`src/rtl/aes_pkg.sv`:
```
// aes_pkg: shared AES constants, GF(2^8) helpers and key-expansion state type
package aes_pkg;
  localparam int AES_NR = 10;
  localparam int RK_W = 128;
  localparam logic [7:0] RCON_INIT = 8'h01;
  typedef enum logic [1:0] {IDLE, EXPAND, FINISH} kexp_state_t;
  function automatic logic [7:0] xtime(input logic [7:0] b);
    return {b[6:0], 1'b0} ^ (b[7] ? 8'h1b : 8'h00);
  endfunction
  function automatic int slot_lo(input int nr, input int r);
    return RK_W * (nr - r);
  endfunction
endpackage

```
`src/rtl/aes_sbox.sv`:
```
// aes_sbox: combinational forward AES S-box lookup
module aes_sbox (
  input  logic [7:0] a,
  output logic [7:0] y
);
  localparam logic [0:255][7:0] SBOX = {
    128'h637c777bf26b6fc53001672bfed7ab76, 128'hca82c97dfa5947f0add4a2af9ca472c0,
    128'hb7fd9326363ff7cc34a5e5f171d83115, 128'h04c723c31896059a071280e2eb27b275,
    128'h09832c1a1b6e5aa0523bd6b329e32f84, 128'h53d100ed20fcb15b6acbbe394a4c58cf,
    128'hd0efaafb434d338545f9027f503c9fa8, 128'h51a3408f929d38f5bcb6da2110fff3d2,
    128'hcd0c13ec5f974417c4a77e3d645d1973, 128'h60814fdc222a908846eeb814de5e0bdb,
    128'he0323a0a4906245cc2d3ac629195e479, 128'he7c8376d8dd54ea96c56f4ea657aae08,
    128'hba78252e1ca6b4c6e8dd741f4bbd8b8a, 128'h703eb5664803f60e613557b986c11d9e,
    128'he1f8981169d98e949b1e87e9ce5528df, 128'h8ca1890dbfe6426841992d0fb054bb16
  };
  assign y = SBOX[a];
endmodule

```
`src/rtl/key_schedule_gen.sv`:
```
// key_schedule_gen: sequential AES-128 key expansion, one round key per clock
module key_schedule_gen
  import aes_pkg::*;
#(
  parameter int NR = AES_NR
) (
  input  logic                      Clk,
  input  logic                      Reset,
  input  logic                      start,
  input  logic [127:0]              key,
  output logic                      busy,
  output logic                      done,
  output logic                      schedule_valid,
  output logic [RK_W*(NR+1)-1:0]    keySchedule
);
  localparam logic [3:0] LAST = 4'(NR);
  kexp_state_t state, state_n;
  logic [127:0] w, nw;
  logic [31:0] rot, sub, temp;
  logic [7:0] rcon;
  logic [3:0] round;
  assign rot = {w[23:0], w[31:24]};
  for (genvar j = 0; j < 4; j++) begin : g_sbox
    aes_sbox u_sbox (.a(rot[8*j +: 8]), .y(sub[8*j +: 8]));
  end
  assign temp = sub ^ {rcon, 24'h0};
  assign nw[127:96] = w[127:96] ^ temp;
  assign nw[95:64] = w[95:64] ^ nw[127:96];
  assign nw[63:32] = w[63:32] ^ nw[95:64];
  assign nw[31:0] = w[31:0] ^ nw[63:32];
  // State register
  always_ff @(posedge Clk) state <= Reset ? IDLE : state_n;
  // Next state; busy covers the whole expansion including the FINISH cycle
  always_comb begin
    state_n = (state == IDLE && start) ? EXPAND :
              (state == EXPAND && round == LAST) ? FINISH :
              (state == FINISH) ? IDLE : state;
    busy = state != IDLE;
  end
  // Working words, round counter, rcon, schedule slots and status flags
  always_ff @(posedge Clk) begin
    if (Reset) begin
      keySchedule <= '0;
      w <= '0;
      rcon <= '0;
      round <= '0;
      done <= 1'b0;
      schedule_valid <= 1'b0;
    end else begin
      done <= state == FINISH;
      if (state == IDLE && start) begin
        keySchedule[slot_lo(NR, 0) +: RK_W] <= key;
        w <= key;
        rcon <= RCON_INIT;
        round <= 4'd1;
        schedule_valid <= 1'b0;
      end else if (state == EXPAND) begin
        keySchedule[slot_lo(NR, int'(round)) +: RK_W] <= nw;
        w <= nw;
        rcon <= xtime(rcon);
        round <= (round == LAST) ? round : round + 4'd1;
      end else if (state == FINISH) begin
        schedule_valid <= 1'b1;
      end
    end
  end
endmodule

```
`config.mk`:
```
export PLATFORM = sky130hd
export DESIGN_NAME = key_schedule_gen
export DESIGN_NICKNAME = d
export VERILOG_FILES = /design/src/rtl/aes_pkg.sv /design/src/rtl/aes_sbox.sv /design/src/rtl/key_schedule_gen.sv
export SDC_FILE = /design/constraint.sdc
export NUM_CORES = 2
export LEC_CHECK = 0
export BUFFER_PORTS_ARGS = -buffer_cell sky130_fd_sc_hd__buf_2
export CAP_MARGIN = 5
export CORE_AREA = 2 2 596 598
export CTS_CLUSTER_SIZE = 20
export DETAILED_ROUTE_END_ITERATION = 10
export DIE_AREA = 0 0 598 600
export PLACE_DENSITY_LB_ADDON = 0.25
export SKIP_CTS_REPAIR_TIMING = 1
export SKIP_LAST_GASP = 1
export SYNTH_ARGS = -nofsm -noshare
export SYNTH_HDL_FRONTEND = slang
export SYNTH_SLANG_ARGS = --single-unit
```
`constraint.sdc`:
```
create_clock -name Clk -period 4.52 [get_ports Clk]
set_input_delay 0.226 -clock Clk [delete_from_list [all_inputs] [get_ports Clk]]
set_output_delay 0.226 -clock Clk [all_outputs]
set_load 0.01 [all_outputs]
```
==> metrics.md <==
| Metric | Value |
|---|---|
| Max Slew Vio Count | `0` |
| Top FF cell, synth | `dfxtp_1` |
| Root buffer cell | `clkbuf_16` |
| CTS tree | `done` |
| Die Area | `0.3588 mm²` |
| Crit path time final | `4.371 ns` |
| Chip Height | `600 µm` |
| WP data required | `5.31 ns` |
| Total of max-cap violations | `0` |
| Floorplan row count | `218` |
| Antenna-violating nets left | `0` |
| Post-Synth XOR/XNOR Area | `0.02780` |
| Port-buffer cells | `1541` |
| Largest family of logic cells by synthesized area | `compound AO/OA/AOI/OAI gates` |
| Initial antenna violation count | `57` |
| Crit path max-delay cell type | `a2111oi_0` |
| GP Congestion | `1.004` |
| Clock Sinks | `1552` |
| Synth Area in Compound Gates | `0.2377` |
| Clock buffer depth | `4` |
| Core area | `0.3519 mm²` |
| Final core utilization | `0.2785` |
| Vias post-DR | `78010` |
| H-Tree Depth | `4` |
| Tcrit/Tclk final | `0.9671` |
| WS Path Type | `register to register` |
| Area of the mapped netlist | `0.07173 mm²` |
| Arr. time, crit path | `5.16 ns` |
| Syn avg cell area | `7.955 µm²` |
| Largest net degree at the start of global routing | `194` |
| HP Class | `primary input to register` |
| Storage cell area | `0.03111 mm²` |
| Final Hold Vio Count | `0` |
| First-pass GRT wire length | `645900 µm` |
| Vias in the first global route | `71970` |
| Overflow after GRT | `0` |
| Num CTS Buffers | `190` |
| Layout cell share with drive strength beyond 1 | `0.2656` |
| Drt pass-1 iters | `9` |
| Syn. warnings | `0` |
| CP delay by family, top | `compound AO/OA/AOI/OAI gates` |
| Mux cell area share after synthesis | `0.02214` |
| Synthesized flop and latch total | `1552` |
| Unrepaired setup endpoints after global routing | `no` |
| Post-DR vias/cell | `5.054` |
| Element type at the critical path start | `register` |
| Synth async-reset ratio | `0` |
| CP max FO | `10` |
| Filler cell count | `38400` |
| Synth Instances | `9017` |
| Clk slew on worst S/H paths | `0.07 ns` |
| Critical Path, Cell by Cell | `clkinv_1 -> ha_1 -> inv_1 -> mux4_2 -> a2111oi_0 -> or4_1 -> and3_1 -> buf_12 -> xnor3_2 -> buf_12 -> a211oi_1` |
| Rel. slew slack | `0.2027` |
| Detail Placement HPWL | `358700 µm` |
| Initial drt markers | `8476` |
| Post-synthesis adder-cell area fraction | `0.01158` |
| Most common cell after layout, fill and taps aside | `nand2_1` |
| Final setup violation count | `0` |
| Most frequent cells in the layout | `nand2_1 (1800), buf_2 (1540), dfxtp_1 (1537)` |
| CP Capture Type | `register` |
| Syn Nets | `9212` |
| Number of enable flip-flop cells after synthesis | `0` |
| Routed Wire Length | `487400 µm` |
| Sequential area share after synthesis | `0.4331` |
| R2R Setup Slk | `0.15 ns` |
| Largest stage delay, worst path | `0.95 ns` |
| GRT Total Usage | `0.2572` |
| Area of the multi-input gates | `0.03757 mm²` |
| Layout area overhead | `36.61%` |
| Tightest Pin Transition | `1.193 ns` |
| Outcome | `finished clean` |
| Top cell by count, worst path | `buf_12` |
| Die width | `598 µm` |
| Simple-gate share of the synthesized area | `0.2090` |
| Clk_lat worst skew | `0.91 ns` |
| NumNets Final | `10830` |
| Clk_skew | `0.09556 ns` |
| Initial Utilization | `0.2039` |
| IO Count | `1542` |
| Fmax | `228.8 MHz` |
| Synth unique cells | `109` |
| DRC violations left | `0` |
| WP buf/inv | `4` |
| Routed wire length per instance | `31.57 µm` |
==> stage by stage <==
stage | setup TNS [ns] | setup slack (ns) | hold WS, ns | cell area (µm²) | instances
2_1_floorplan | 0 | 0.1367 | 0.3588 | 71730 | 9017
3_3_place_gp | 0 | 0.002273 | 0.4370 | 90220 | 14940
3_5_place_dp | 0 | 0.04011 | 0.4410 | 90220 | 14940
4_1_cts | -0.1228 | -0.05442 | -0.4462 | 96670 | 15280
5_1_grt | 0 | 0.004414 | 0.01759 | 97950 | 15420
6_report | 0 | 0.1489 | 0.01303 | 97990 | 15440
==> state kept, by name, indices dropped and copies added, names as in the netlist <==
| signal | flops |
|---|---|
| state | 2 |
| keySchedule | 1408 |
| done | 1 |
| w | 128 |
| round | 4 |
| rcon | 8 |
| schedule_valid | 1 |
==> final cells by class <==
type	instances	area share
sequential	1552	0.3174
clock inverter	64	0.008721
clock buffer	274	0.05716
timing repair buffer	2382	0.1713
antenna	32	0.0008172
multi-input combinational	6457	0.3834
tap	4620	0.05899
inverter	56	0.002222
==> synth_stat cells, types with 21 or more instances <==
| library cell | number | area, µm² |
|---|---|---|
| nand2_1 | 1810 | 6794 |
| dfxtp_1 | 1552 | 31070 |
| a21oi_1 | 951 | 4760 |
| clkbuf_1 | 699 | 2624 |
| nor2_1 | 635 | 2384 |
| o21ai_0 | 372 | 1862 |
| a211oi_1 | 288 | 2162 |
| o22ai_1 | 253 | 1583 |
| nand3_1 | 177 | 885.9 |
| buf_2 | 159 | 795.8 |
| or3_1 | 149 | 932.1 |
| a31oi_1 | 148 | 925.9 |
| nand2b_1 | 139 | 869.6 |
| xnor2_1 | 114 | 998.5 |
| nor3_1 | 111 | 555.5 |
| nor2b_1 | 105 | 656.9 |
| a22oi_1 | 86 | 645.6 |
| o211ai_1 | 72 | 540.5 |
| ha_1 | 64 | 800.8 |
| and2_1 | 63 | 394.1 |
| mux2i_1 | 48 | 480.5 |
| o311ai_0 | 48 | 420.4 |
| buf_1 | 47 | 176.4 |
| xor2_1 | 45 | 394.1 |
| inv_1 | 42 | 157.7 |
| mux4_2 | 42 | 945.9 |
| a311oi_1 | 41 | 359.1 |
| a221oi_1 | 39 | 341.6 |
| and3_1 | 37 | 231.5 |
| o31ai_1 | 34 | 255.2 |
| or2_2 | 34 | 212.7 |
| buf_4 | 33 | 247.7 |
| o21a_1 | 29 | 217.7 |
| a21o_1 | 28 | 210.2 |
| nand4_1 | 27 | 168.9 |
| a21boi_0 | 23 | 172.7 |
| a2111oi_0 | 21 | 183.9 |
| nor4_1 | 21 | 131.4 |
==> path summary, 6_finish.rpt <==
path / to / cells after the start / startpoint
worst max-delay path: keySchedule[651] / 11 / w[1]
worst min register to register: keySchedule[449] / 2 / keySchedule[449]
worst min-delay path: w[18] / 3 / key[18]
worst max register to register: keySchedule[651] / 11 / w[1]
==> cell families (layout without fill, tap and decap cells) <==
logic type	after synthesis	in the layout
AND/OR/NAND/NOR	3405	3405
AO/OA/AOI/OAI	2693	2693
flip-flops	1552	1552
buffers and inverters	1008	2776
XOR/XNOR	188	188
multiplexers	104	104
adder cells (fa/ha/maj)	67	67
other	0	32
==> worst register-to-register path: cells and delay by family (launching register included) <==
kind	cells	cell delay, ns
AO/OA/AOI/OAI	2	1.31
XOR/XNOR	1	0.38
adder cells (fa/ha/maj)	1	0.44
flip-flops	1	0.46
buffers and inverters	4	0.66
AND/OR/NAND/NOR	2	0.59
multiplexers	1	0.49
==> per-layer routing <==
metal / share of wire / global-route usage / up-vias
met2: 0.45 / 0.4057 / 3859
li1: - / - / 35060
met4: 0.080 / 0.1832 / 2
met1: 0.39 / 0.3093 / 38230
met3: 0.077 / 0.05697 / 870
met5: 0.000027 / 0 / -
Power is left out: the tool's default activity adds up to more than one toggle a clock period on the data nets, which glitch-free logic cannot reach.
